<file path="src/rtl/score_pkg.sv">
// Shared types and sizing helpers for the BCD score counters.
package score_pkg;

  typedef enum logic [1:0] {
    PLAY = 2'd0,
    HOLD = 2'd1,
    OVER = 2'd2
  } state_e;

  localparam int NUM_PLAYERS_DEF = 2;
  localparam int DIGITS_DEF      = 2;
  localparam int WIN_LO_DEF      = 11;
  localparam int WIN_HI_DEF      = 15;
  localparam int HOLD_CYCLES_DEF = 1024;

  function automatic int max_score(input int digits);
    int v;
    v = 1;
    for (int i = 0; i < digits; i++) v = v * 10;
    return v - 1;
  endfunction

  function automatic int cnt_w(input int digits);
    return $clog2(max_score(digits) + 1);
  endfunction

endpackage

</file>
<file path="src/rtl/bcd_score_counter.sv">
// Saturating multi-digit BCD score counter with a binary shadow used for limit compares.
module bcd_score_counter
  import score_pkg::*;
#(
  parameter int DIGITS = DIGITS_DEF
) (
  input  logic                     clk,
  input  logic                     _rst,
  input  logic                     clr,
  input  logic                     inc,
  output logic [DIGITS*4-1:0]      bcd,
  output logic [cnt_w(DIGITS)-1:0] bin,
  output logic                     sat
);

  localparam int            CW  = cnt_w(DIGITS);
  localparam logic [CW-1:0] MAX = CW'(max_score(DIGITS));

  logic [DIGITS*4-1:0] r_bcd;
  logic [CW-1:0]       r_bin;
  logic [DIGITS*4-1:0] w_bcd_inc;
  logic                w_carry;
  logic                w_sat;

  assign w_sat = (r_bin == MAX);

  // Ripple a carry up through the digits; a digit at 9 rolls to 0 and passes it on.
  always_comb begin
    w_carry   = 1'b1;
    w_bcd_inc = r_bcd;
    for (int d = 0; d < DIGITS; d++) begin
      if (w_carry) begin
        if (r_bcd[d*4 +: 4] == 4'd9) begin
          w_bcd_inc[d*4 +: 4] = 4'd0;
        end else begin
          w_bcd_inc[d*4 +: 4] = r_bcd[d*4 +: 4] + 4'd1;
          w_carry             = 1'b0;
        end
      end
    end
  end

  always_ff @(posedge clk or negedge _rst) begin
    if (!_rst) begin
      r_bcd <= '0;
      r_bin <= '0;
    end else if (clr) begin
      r_bcd <= '0;
      r_bin <= '0;
    end else if (inc && !w_sat) begin
      r_bcd <= w_bcd_inc;
      r_bin <= r_bin + CW'(1);
    end
  end

  assign bcd = r_bcd;
  assign bin = r_bin;
  assign sat = w_sat;

endmodule

</file>
<file path="src/rtl/score_counters_n.sv">
// N-player Pong score keeper: edge detect, priority select, hold-off FSM and win compare.
// Optional SCORE_WIN_BY_TWO_EN: a win also needs a 2-point lead (or a saturated score).
module score_counters_n
  import score_pkg::*;
#(
  parameter int NUM_PLAYERS = NUM_PLAYERS_DEF,
  parameter int DIGITS      = DIGITS_DEF,
  parameter int WIN_LO      = WIN_LO_DEF,
  parameter int WIN_HI      = WIN_HI_DEF,
  parameter int HOLD_CYCLES = HOLD_CYCLES_DEF
) (
  input  logic                                                   clk,
  input  logic                                                   _rst,
  input  logic                                                   srst,
  input  logic                                                   _attract,
  input  logic                                                   win_sel,
  input  logic [NUM_PLAYERS-1:0]                                 point,
  output logic [NUM_PLAYERS*DIGITS*4-1:0]                        score_bcd,
  output logic                                                   _miss,
  output logic                                                   stop_g,
  output logic [((NUM_PLAYERS > 1) ? $clog2(NUM_PLAYERS) : 1)-1:0] winner
);

  localparam int          WW     = (NUM_PLAYERS > 1) ? $clog2(NUM_PLAYERS) : 1;
  localparam int          CW     = cnt_w(DIGITS);
  localparam int          HW     = (HOLD_CYCLES > 1) ? $clog2(HOLD_CYCLES) : 1;
  localparam logic [31:0] LIM_LO = 32'(WIN_LO);
  localparam logic [31:0] LIM_HI = 32'(WIN_HI);
`ifdef SCORE_WIN_BY_TWO_EN
  localparam logic [31:0] MAXS   = 32'(max_score(DIGITS));
`endif

  state_e                 r_state, w_state_nxt;
  logic [NUM_PLAYERS-1:0] r_point_q;
  logic [NUM_PLAYERS-1:0] w_edge, w_first, w_inc;
  logic [HW-1:0]          r_hold, w_hold_nxt;
  logic                   r_miss, w_miss_nxt;
  logic                   r_stop, w_stop_nxt;
  logic [WW-1:0]          r_winner, w_winner_nxt;
  logic [WW-1:0]          w_sel;
  logic                   w_any, w_clr, w_win;
  logic [31:0]            w_new, w_limit;
  logic [CW-1:0]          w_bin [NUM_PLAYERS];
  logic [NUM_PLAYERS-1:0] w_sat;
`ifdef SCORE_WIN_BY_TWO_EN
  logic                   w_lead2;
`endif

  for (genvar p = 0; p < NUM_PLAYERS; p++) begin : g_ctr
    bcd_score_counter #(
      .DIGITS (DIGITS)
    ) u_ctr (
      .clk  (clk),
      ._rst (_rst),
      .clr  (w_clr),
      .inc  (w_inc[p]),
      .bcd  (score_bcd[p*DIGITS*4 +: DIGITS*4]),
      .bin  (w_bin[p]),
      .sat  (w_sat[p])
    );
  end

  assign w_edge  = point & ~r_point_q;
  assign w_first = w_edge & (~w_edge + NUM_PLAYERS'(1));
  assign w_limit = win_sel ? LIM_HI : LIM_LO;

  // Scanning downward leaves the lowest-index edged player as the winner of the tie.
  always_comb begin
    w_any = 1'b0;
    w_sel = '0;
    w_new = '0;
    for (int p = NUM_PLAYERS - 1; p >= 0; p--) begin
      if (w_edge[p]) begin
        w_any = 1'b1;
        w_sel = WW'(p);
        w_new = w_sat[p] ? 32'(w_bin[p]) : 32'(w_bin[p]) + 32'd1;
      end
    end
  end

  always_comb begin
    w_win = (w_new >= w_limit);
`ifdef SCORE_WIN_BY_TWO_EN
    w_lead2 = 1'b1;
    for (int q = 0; q < NUM_PLAYERS; q++) begin
      if ((WW'(q) != w_sel) && ((32'(w_bin[q]) + 32'd2) > w_new)) w_lead2 = 1'b0;
    end
    w_win = w_win && (w_lead2 || (w_new == MAXS));
`endif
  end

  always_comb begin
    w_state_nxt  = r_state;
    w_hold_nxt   = r_hold;
    w_miss_nxt   = 1'b1;
    w_stop_nxt   = r_stop;
    w_winner_nxt = r_winner;
    w_inc        = '0;
    w_clr        = 1'b0;
    if (srst) begin
      w_clr        = 1'b1;
      w_state_nxt  = PLAY;
      w_hold_nxt   = '0;
      w_stop_nxt   = 1'b0;
      w_winner_nxt = '0;
    end else begin
      case (r_state)
        PLAY: begin
          if (w_any) begin
            w_miss_nxt  = 1'b0;
            w_state_nxt = HOLD;
            w_hold_nxt  = HW'(HOLD_CYCLES - 1);
            if (_attract) begin
              w_inc = w_first;
              if (w_win) begin
                w_state_nxt  = OVER;
                w_hold_nxt   = '0;
                w_stop_nxt   = 1'b1;
                w_winner_nxt = w_sel;
              end
            end
          end
        end
        HOLD: begin
          if (r_hold == '0) w_state_nxt = PLAY;
          else              w_hold_nxt  = r_hold - HW'(1);
        end
        OVER:    ;
        default: w_state_nxt = PLAY;
      endcase
    end
  end

  always_ff @(posedge clk or negedge _rst) begin
    if (!_rst) begin
      r_state   <= PLAY;
      r_point_q <= '0;
      r_hold    <= '0;
      r_miss    <= 1'b1;
      r_stop    <= 1'b0;
      r_winner  <= '0;
    end else begin
      r_state   <= w_state_nxt;
      r_point_q <= point;
      r_hold    <= w_hold_nxt;
      r_miss    <= w_miss_nxt;
      r_stop    <= w_stop_nxt;
      r_winner  <= w_winner_nxt;
    end
  end

  assign _miss  = r_miss;
  assign stop_g = r_stop;
  assign winner = r_winner;

endmodule

</file>
<file path="config.mk">
export PLATFORM = sky130hd
export DESIGN_NAME = score_counters_n
export DESIGN_NICKNAME = d
export VERILOG_FILES = /design/src/rtl/score_pkg.sv /design/src/rtl/bcd_score_counter.sv /design/src/rtl/score_counters_n.sv
export SDC_FILE = /design/constraint.sdc
export NUM_CORES = 1
export LEC_CHECK = 0
export ABC_CLOCK_PERIOD_IN_PS = 3900
export CAP_MARGIN = 20
export CORE_ASPECT_RATIO = 0.8
export CORE_MARGIN = 3
export CORE_UTILIZATION = 60
export CTS_BUF_LIST = sky130_fd_sc_hd__clkbuf_4 sky130_fd_sc_hd__clkbuf_8 sky130_fd_sc_hd__clkbuf_16
export DETAILED_ROUTE_END_ITERATION = 7
export GPL_ROUTABILITY_DRIVEN = 1
export HOLD_SLACK_MARGIN = 0.02
export PLACE_DENSITY = 0.9
export SETUP_SLACK_MARGIN = 0.2
export SYNTH_ARGS = -nofsm -noshare
export SYNTH_HDL_FRONTEND = slang
export SYNTH_SLANG_ARGS = --single-unit
</file>
<file path="constraint.sdc">
create_clock -name clk -period 3.9 [get_ports clk]
set_input_delay 0.78 -clock clk [delete_from_list [all_inputs] [get_ports clk]]
set_output_delay 0.78 -clock clk [all_outputs]
set_load 0.02 [all_outputs]
</file>
== Yosys cells after proc, flatten, opt, wreduce, memory -nomap -nowiden ==
Cells that the tools add are included.

* $add $sub $neg: 10
* Magnitude comparators: 1
* Bitwise gates (word level): 4
* Multiplexer cells: 54
* Equal/unequal tests: 12
* Reduce and logical (&&, ||, !) cells: 20

{| class="wikitable"
|+ Operator list
! cell !! count
|-
| 8-bit two-way mux || 7
|-
| 10-bit two-way mux || 5
|-
| 32-bit by 4-bit greater-or-equal comparator with 1-bit output || 1
|-
| 32-bit two-way mux || 1
|-
| 7-bit two-way mux || 4
|-
| 4-bit two-way mux || 6
|-
| 10-bit case mux with 2 select lines || 1
|-
| 1-bit two-way mux || 19
|-
| 2-bit two-way mux || 9
|-
| 4-bit by 1-bit adder with 4-bit output, second input constant || 4
|-
| 7-bit by 1-bit adder with 8-bit output, second input constant || 2
|-
| 4-bit equality test, second input constant || 4
|-
| 2-bit nonzero test || 8
|-
| 7-bit by 1-bit adder with 7-bit output, second input constant || 2
|-
| 7-bit equality test, second input constant || 2
|-
| 10-bit zero test || 1
|-
| 10-bit by 1-bit subtractor with 10-bit output, second input constant || 1
|-
| 3-bit != test, second input constant || 3
|-
| 2-bit case mux with 3 select lines || 1
|-
| 3-bit AND reduction || 2
|-
| 2-bit bitwise AND || 2
|-
| 2-bit inverter || 2
|-
| 2-bit AND reduction || 2
|-
| 4-bit AND reduction || 1
|-
| 9 further kinds || 11
|}

* Flip-flop bits (word level): 47
* Bits of input ports: 7
* Word-level logic and storage cells: 113

== Longest topological paths before layout ==
* Depth after elaboration: 12
* Gate-level depth with buffers: 11
* Mapped depth without buffers: 10

== Hierarchy ==
Synthesis repeated with hierarchy kept, for this count alone.

* Cell total of the unflattened synthesis: 311
* Area, all modules: 2912.8 sq um

{| class="wikitable"
|+ Modules (own cells, without submodules)
! module !! instances !! area each (sq um) !! sequential area each (sq um) !! cells an instance
|-
| score_counters_n || 1 || 1229.9 || 426.7 || 133
|-
| bcd_score_counter (g_ctr[0].u_ctr) || 1 || 843.3 || 375.4 || 89
|-
| bcd_score_counter (g_ctr[1].u_ctr) || 1 || 839.6 || 375.4 || 89
|}

== Worst setup path before layout ==
No wires, ideal clock.

* Path kind: in2reg
* Start point: input point[0]
* End point: register r_hold[7]
* Library setup time: 0.126 ns
* Slack: 1.249 ns
* Data arrival time: 2.525 ns
* Cell stages on the path: 10
* Cell sequence: or2b_2 nand2_1 o32ai_1 ha_1 inv_1 a31oi_1 a31o_4 buf_6 a21oi_1 a311o_1

* Word-level cells in the longest chain between the ends: 8

{| class="wikitable"
|+ RTL lines
! what !! line !! source
|-
| start, declared || score_counters_n.sv:17 || <nowiki>input logic [NUM_PLAYERS-1:0] point,</nowiki>
|-
| 2-bit bitwise AND * || score_counters_n.sv:63 || <nowiki>assign w_edge = point & ~r_point_q;</nowiki>
|-
| 32-bit two-way mux || score_counters_n.sv:73 || <nowiki>if (w_edge[p]) begin</nowiki>
|-
| 32-bit by 4-bit greater-or-equal comparator with 1-bit output || score_counters_n.sv:82 || <nowiki>w_win = (w_new >= w_limit);</nowiki>
|-
| 10-bit two-way mux || score_counters_n.sv:115 || <nowiki>if (w_win) begin</nowiki>
|-
| 10-bit two-way mux || score_counters_n.sv:113 || <nowiki>if (_attract) begin</nowiki>
|-
| 10-bit two-way mux || score_counters_n.sv:109 || <nowiki>if (w_any) begin</nowiki>
|-
| 10-bit case mux with 2 select lines || score_counters_n.sv:107 || <nowiki>case (r_state)</nowiki>
|-
| 10-bit two-way mux || score_counters_n.sv:100 || <nowiki>if (srst) begin</nowiki>
|-
| end signal, assigned || score_counters_n.sv:145 || <nowiki>r_hold <= w_hold_nxt;</nowiki>
|-
| end, declared || score_counters_n.sv:36 || <nowiki>logic [HW-1:0] r_hold, w_hold_nxt;</nowiki>
|}

Every way passes the cells marked *; elsewhere a longest branch is shown, timed or not. The select of a mux whose other input is x is not followed.
A chain may end at the register's enable or synchronous reset.

== Final worst setup path ==
* Start point: input point[0]
* End point: register r_hold[2]

Same word-level chain as after synthesis.

==> impl_results.html <==
<table>
<tr><th>Metric</th><th>Value</th></tr>
<tr><th colspan="2">Clock tree</th></tr>
<tr><td>Total number of clock tree sinks</td><td>47</td></tr>
<tr><td>Clk slew on worst S/H paths</td><td>90 ps</td></tr>
<tr><td>Post-CTS Setup Inserts</td><td>0</td></tr>
<tr><td>Post-cts sizing count</td><td>0</td></tr>
<tr><td>H-tree levels</td><td>2</td></tr>
<tr><td>Clock tree root driver cell</td><td>clkbuf_8</td></tr>
<tr><td>Clock tree from TritonCTS</td><td>yes</td></tr>
<tr><td>Latest clock arrival within the worst-skew pair</td><td>300 ps</td></tr>
<tr><td>TritonCTS Buffers</td><td>5</td></tr>
<tr><td>Number of hold buffers added after cts</td><td>0</td></tr>
<tr><td>Max Buffers Root-to-Sink</td><td>2</td></tr>
<tr><th colspan="2">Synthesis</th></tr>
<tr><td>Number of enable-type register cells in the synthesized netlist</td><td>0</td></tr>
<tr><td>Synthesized-area fraction occupied by ao, oa, aoi and oai cells</td><td>19.4%</td></tr>
<tr><td>Post-synthesis mux area share</td><td>1.10%</td></tr>
<tr><td>Post-Syn Area per Cell</td><td>9.32 sq um</td></tr>
<tr><td>Netlist Area Pre-Place</td><td>0.00285 sq mm</td></tr>
<tr><td>Most frequently used flop master after synthesis</td><td>dfrtp_1</td></tr>
<tr><td>Number of standard cells after synthesis</td><td>306</td></tr>
<tr><td>Library cell with the largest summed area after synthesis</td><td>dfrtp_1</td></tr>
<tr><td>#FFs+latches synth</td><td>47</td></tr>
<tr><td>Adder and majority gate portion of the synthesized area</td><td>5.27%</td></tr>
<tr><td>Share of synthesized area occupied by flip-flops and latches</td><td>41.3%</td></tr>
<tr><td>Dominant combinational cell family by area after synthesis</td><td>simple AND/OR/NAND/NOR gates</td></tr>
<tr><td>Share of synthesized registers carrying an async set or reset</td><td>100%</td></tr>
<tr><td>Simple-gate share of the synthesized area</td><td>24.1%</td></tr>
<tr><td>Net count after synthesis</td><td>325</td></tr>
<tr><td>Proportion of netlist area held by the largest area contributor</td><td>40.4%</td></tr>
<tr><td>XOR/XNOR share of the synthesized area</td><td>5.53%</td></tr>
<tr><td>Number of warnings reported in the yosys synthesis log</td><td>0</td></tr>
<tr><td>Post-synth cell types</td><td>62</td></tr>
<tr><td>Top cells by area in the synthesized netlist</td><td>dfrtp_1 (40%), ha_1 (5.3%), nor2_1 (4.2%)</td></tr>
<tr><th colspan="2">Timing</th></tr>
<tr><td>Final number of max-transition violations</td><td>0</td></tr>
<tr><td>Worst slew pin tran</td><td>628 ps</td></tr>
<tr><td>Number of endpoints with negative hold slack in the final report</td><td>0</td></tr>
<tr><td>Upper clock frequency limit</td><td>0.323 GHz</td></tr>
<tr><td>Setup_tns</td><td>0 ps</td></tr>
<tr><td>Tightest slew margin relative to the limit</td><td>58.0%</td></tr>
<tr><td>Post-route clock period utilization</td><td>79.4%</td></tr>
<tr><td>Worst Clk Skew</td><td>7.18 ps</td></tr>
<tr><td>Shortest period the worst path allows</td><td>3100 ps</td></tr>
<tr><td>Number of failing setup endpoints in the final timing report</td><td>0</td></tr>
<tr><td>Unrepaired setup endpoints after global routing</td><td>false</td></tr>
<tr><th colspan="2">Worst setup path</th></tr>
<tr><td>CP Cell Sequence</td><td>clkdlybuf4s50_1, or2b_2, nand2_1, o32ai_1, ha_1, inv_1, a31oi_1, a31o_4, a21oi_4, a311o_1</td></tr>
<tr><td>Flop-to-flop setup slack</td><td>1120 ps</td></tr>
<tr><td>Kind of start point of the critical path</td><td>primary input</td></tr>
<tr><td>Cell count of the worst reg-to-reg path</td><td>9</td></tr>
<tr><td>Start-to-end type of the worst setup path</td><td>in2reg</td></tr>
<tr><td>Launch point of the worst reg-to-reg path</td><td>g_ctr[1].u_ctr.bin[4]$_DFFE_PN0P_</td></tr>
<tr><td>Endpoint of the worst-slack reg-to-reg timing path</td><td>r_hold[2]$_DFFE_PN0P_</td></tr>
<tr><td>Worst setup path start</td><td>point[0]</td></tr>
<tr><td>Crit-path slowest cell</td><td>clkdlybuf4s50_1</td></tr>
<tr><td>Slowest stage delay, CP</td><td>480 ps</td></tr>
<tr><td>Worst path required time</td><td>4090 ps</td></tr>
<tr><td>Highest net fanout along the worst path</td><td>14</td></tr>
<tr><td>Setup crit end kind</td><td>register</td></tr>
<tr><td>Worst path arrival time</td><td>3290 ps</td></tr>
<tr><th colspan="2">Flow run</th></tr>
<tr><td>MaxCap Viol Count</td><td>0</td></tr>
<tr><th colspan="2">Final layout</th></tr>
<tr><td>P&amp;R area growth vs syn</td><td>14.0%</td></tr>
<tr><td>Antenna cells</td><td>0</td></tr>
<tr><td>Number of nets at the end of the flow</td><td>349</td></tr>
<tr><td>Post-layout util</td><td>74.1%</td></tr>
<tr><td>Fraction of layout instances using a drive strength above 1</td><td>10.3%</td></tr>
<tr><td>Count of placed standard cells in the final layout, fillers left out</td><td>388</td></tr>
<tr><th colspan="2">Route</th></tr>
<tr><td>Initial DRC Count</td><td>224</td></tr>
<tr><td>Number of design rule violations left after detail routing</td><td>0</td></tr>
<tr><td>Number of iterations in the first detailed-routing pass</td><td>6</td></tr>
<tr><td>Antenna-violating nets left</td><td>0</td></tr>
<tr><td>Overall routed net length</td><td>6320 microns</td></tr>
<tr><td>Count of vias placed by the detailed router</td><td>2418</td></tr>
<tr><td>Mean number of vias per cell</td><td>6.23</td></tr>
<tr><td>Detailed-route wire length per cell</td><td>16.3 microns</td></tr>
<tr><th colspan="2">GRT</th></tr>
<tr><td>Aggregate global-route resource usage</td><td>23.7%</td></tr>
<tr><td>First-pass GRT wire length</td><td>10700 microns</td></tr>
<tr><td>Via count of the first global-routing pass</td><td>2231</td></tr>
<tr><td>Number of antenna violations at the first check in global routing</td><td>0</td></tr>
<tr><td>Pin count of the biggest net entering global routing</td><td>48</td></tr>
<tr><td>Residual overflow from global routing</td><td>0</td></tr>
<tr><th colspan="2">Floorplanning</th></tr>
<tr><td>IO Count</td><td>26</td></tr>
<tr><td>Starting density of the core</td><td>65.0%</td></tr>
<tr><td>Chip width</td><td>83.1 microns</td></tr>
<tr><td>Standard cell core area</td><td>0.00439 sq mm</td></tr>
<tr><td>Chip Height</td><td>67.7 microns</td></tr>
<tr><td>Die Outline Area</td><td>0.00562 sq mm</td></tr>
<tr><td># rows</td><td>21</td></tr>
<tr><th colspan="2">Pwr</th></tr>
<tr><td>Total power</td><td>0.00109 W</td></tr>
<tr><td>Largest vdd supply drop</td><td>406 uV</td></tr>
<tr><td>Power density over the cells</td><td>337 mW/mm^2</td></tr>
<tr><td>Leak</td><td>1.37 nW</td></tr>
<tr><th colspan="2">Placed design</th></tr>
<tr><td>Detail Placement HPWL</td><td>4390 microns</td></tr>
<tr><td>Count of input and output buffers</td><td>25</td></tr>
<tr><td>Placed cells</td><td>379</td></tr>
<tr><td>Placer Congestion</td><td>0.896</td></tr>
<tr><th colspan="2">Hold path</th></tr>
<tr><td>Hold WC Path Type</td><td>in2async</td></tr>
<tr><th colspan="2">Run status</th></tr>
<tr><td>Outcome</td><td>completed</td></tr>
</table>
-- sequential cells by signal, indices dropped and copies added (netlist names) --
register / cells
g_ctr.u_ctr.bin: 14
r_hold: 10
winner: 1
r_state: 2
g_ctr.u_ctr.bcd: 16
r_point_q: 2
_miss: 1
stop_g: 1
-- final cells by class --
class / instances / area (sq um)
Clock inverter: 1 / 5.00
Fill cell: 334 / 1140
Tap cell: 57 / 71.3
Sequential cell: 47 / 1180
Clock buffer: 7 / 90.1
Multi-Input combinational cell: 238 / 1580
Timing Repair Buffer: 28 / 288
Inverter: 10 / 37.5
-- cell usage after synthesis, types with 3 or more instances --
cell type,number
o31ai_1,3
and2_1,9
nor2_1,32
nor3_1,12
nand2_1,28
buf_2,3
nand3_1,13
dfrtp_1,46
xor2_1,8
a31oi_1,3
o21ai_0,12
a211oi_1,5
a311o_1,5
or3_1,6
nor2b_1,6
ha_1,12
a211o_1,3
clkbuf_1,5
a21oi_1,23
xnor2_1,10
inv_1,10
-- per-layer routing --
layer	global-route usage, %	share of wire, %	vias up
li1	-	-	1144
met1	34.0	48	1187
met2	36.1	46	78
met3	4.76	5.2	9
met4	8.37	1.2	0
met5	0	0	-
-- worst max-delay path by stage --
stage                                  endpoint  slack [ps]  cells after the start
final                     r_hold[2]$_DFFE_PN0P_         800                     10
after global routing      r_hold[2]$_DFFE_PN0P_         700                     10
after CTS                 r_hold[2]$_DFFE_PN0P_         830                     10
after detailed placement  r_hold[2]$_DFFE_PN0P_         510                     10
after global placement    r_hold[2]$_DFFE_PN0P_         610                     10
after floorplan           r_hold[7]$_DFFE_PN0P_        1250                     10
-- where the power goes --
| part | total, W | leakage [nW] | switching (W) | internal [W] |
|---|---|---|---|---|
| clock | 0.000312 | 0.0517 | 0.000162 | 0.000150 |
| combinational | 0.000211 | 0.682 | 0.000123 | 0.0000882 |
| sequential | 0.000570 | 0.633 | 0.0000460 | 0.000524 |
| total | 0.00109 | 1.37 | 0.000331 | 0.000763 |
-- logic make-up (layout without fill, tap and decap cells) --
kind of cell,Yosys count,after routing
buf+inv,21,46
xor+xnor,18,18
flops,47,47
compound gates,74,74
simple gates,131,131
mux,3,3
fa+ha+maj,12,12
-- per-stage QoR --
stage	cell area [sq um]	hold WS (ps)	setup WS [ps]
floorplan	2850	484	1250
finish	3250	463	803
global route	3250	476	704
CTS	3220	526	831
detailed placement	3130	511	509
global placement	3130	496	607
-- cell usage in the layout, fill, tap and decap left out, types with 9 or more instances in the layout --
cell type        count
nor2_1              32
a21oi_1             23
dfrtp_1             46
inv_1               10
xnor2_1             10
nor3_1              12
nand3_1             13
ha_1                12
and2_1               9
clkdlybuf4s50_1     24
o21ai_0             12
nand2_1             28
-- critical path: cells and delay by family --
kind                       cells  cell delay (ps)
buffers and inverters          2              520
and+or+nand+nor                2              540
adders and majority gates      1              310
AOI/OAI and AO/OA              5             1130
(Power assumes the default switching activity.)
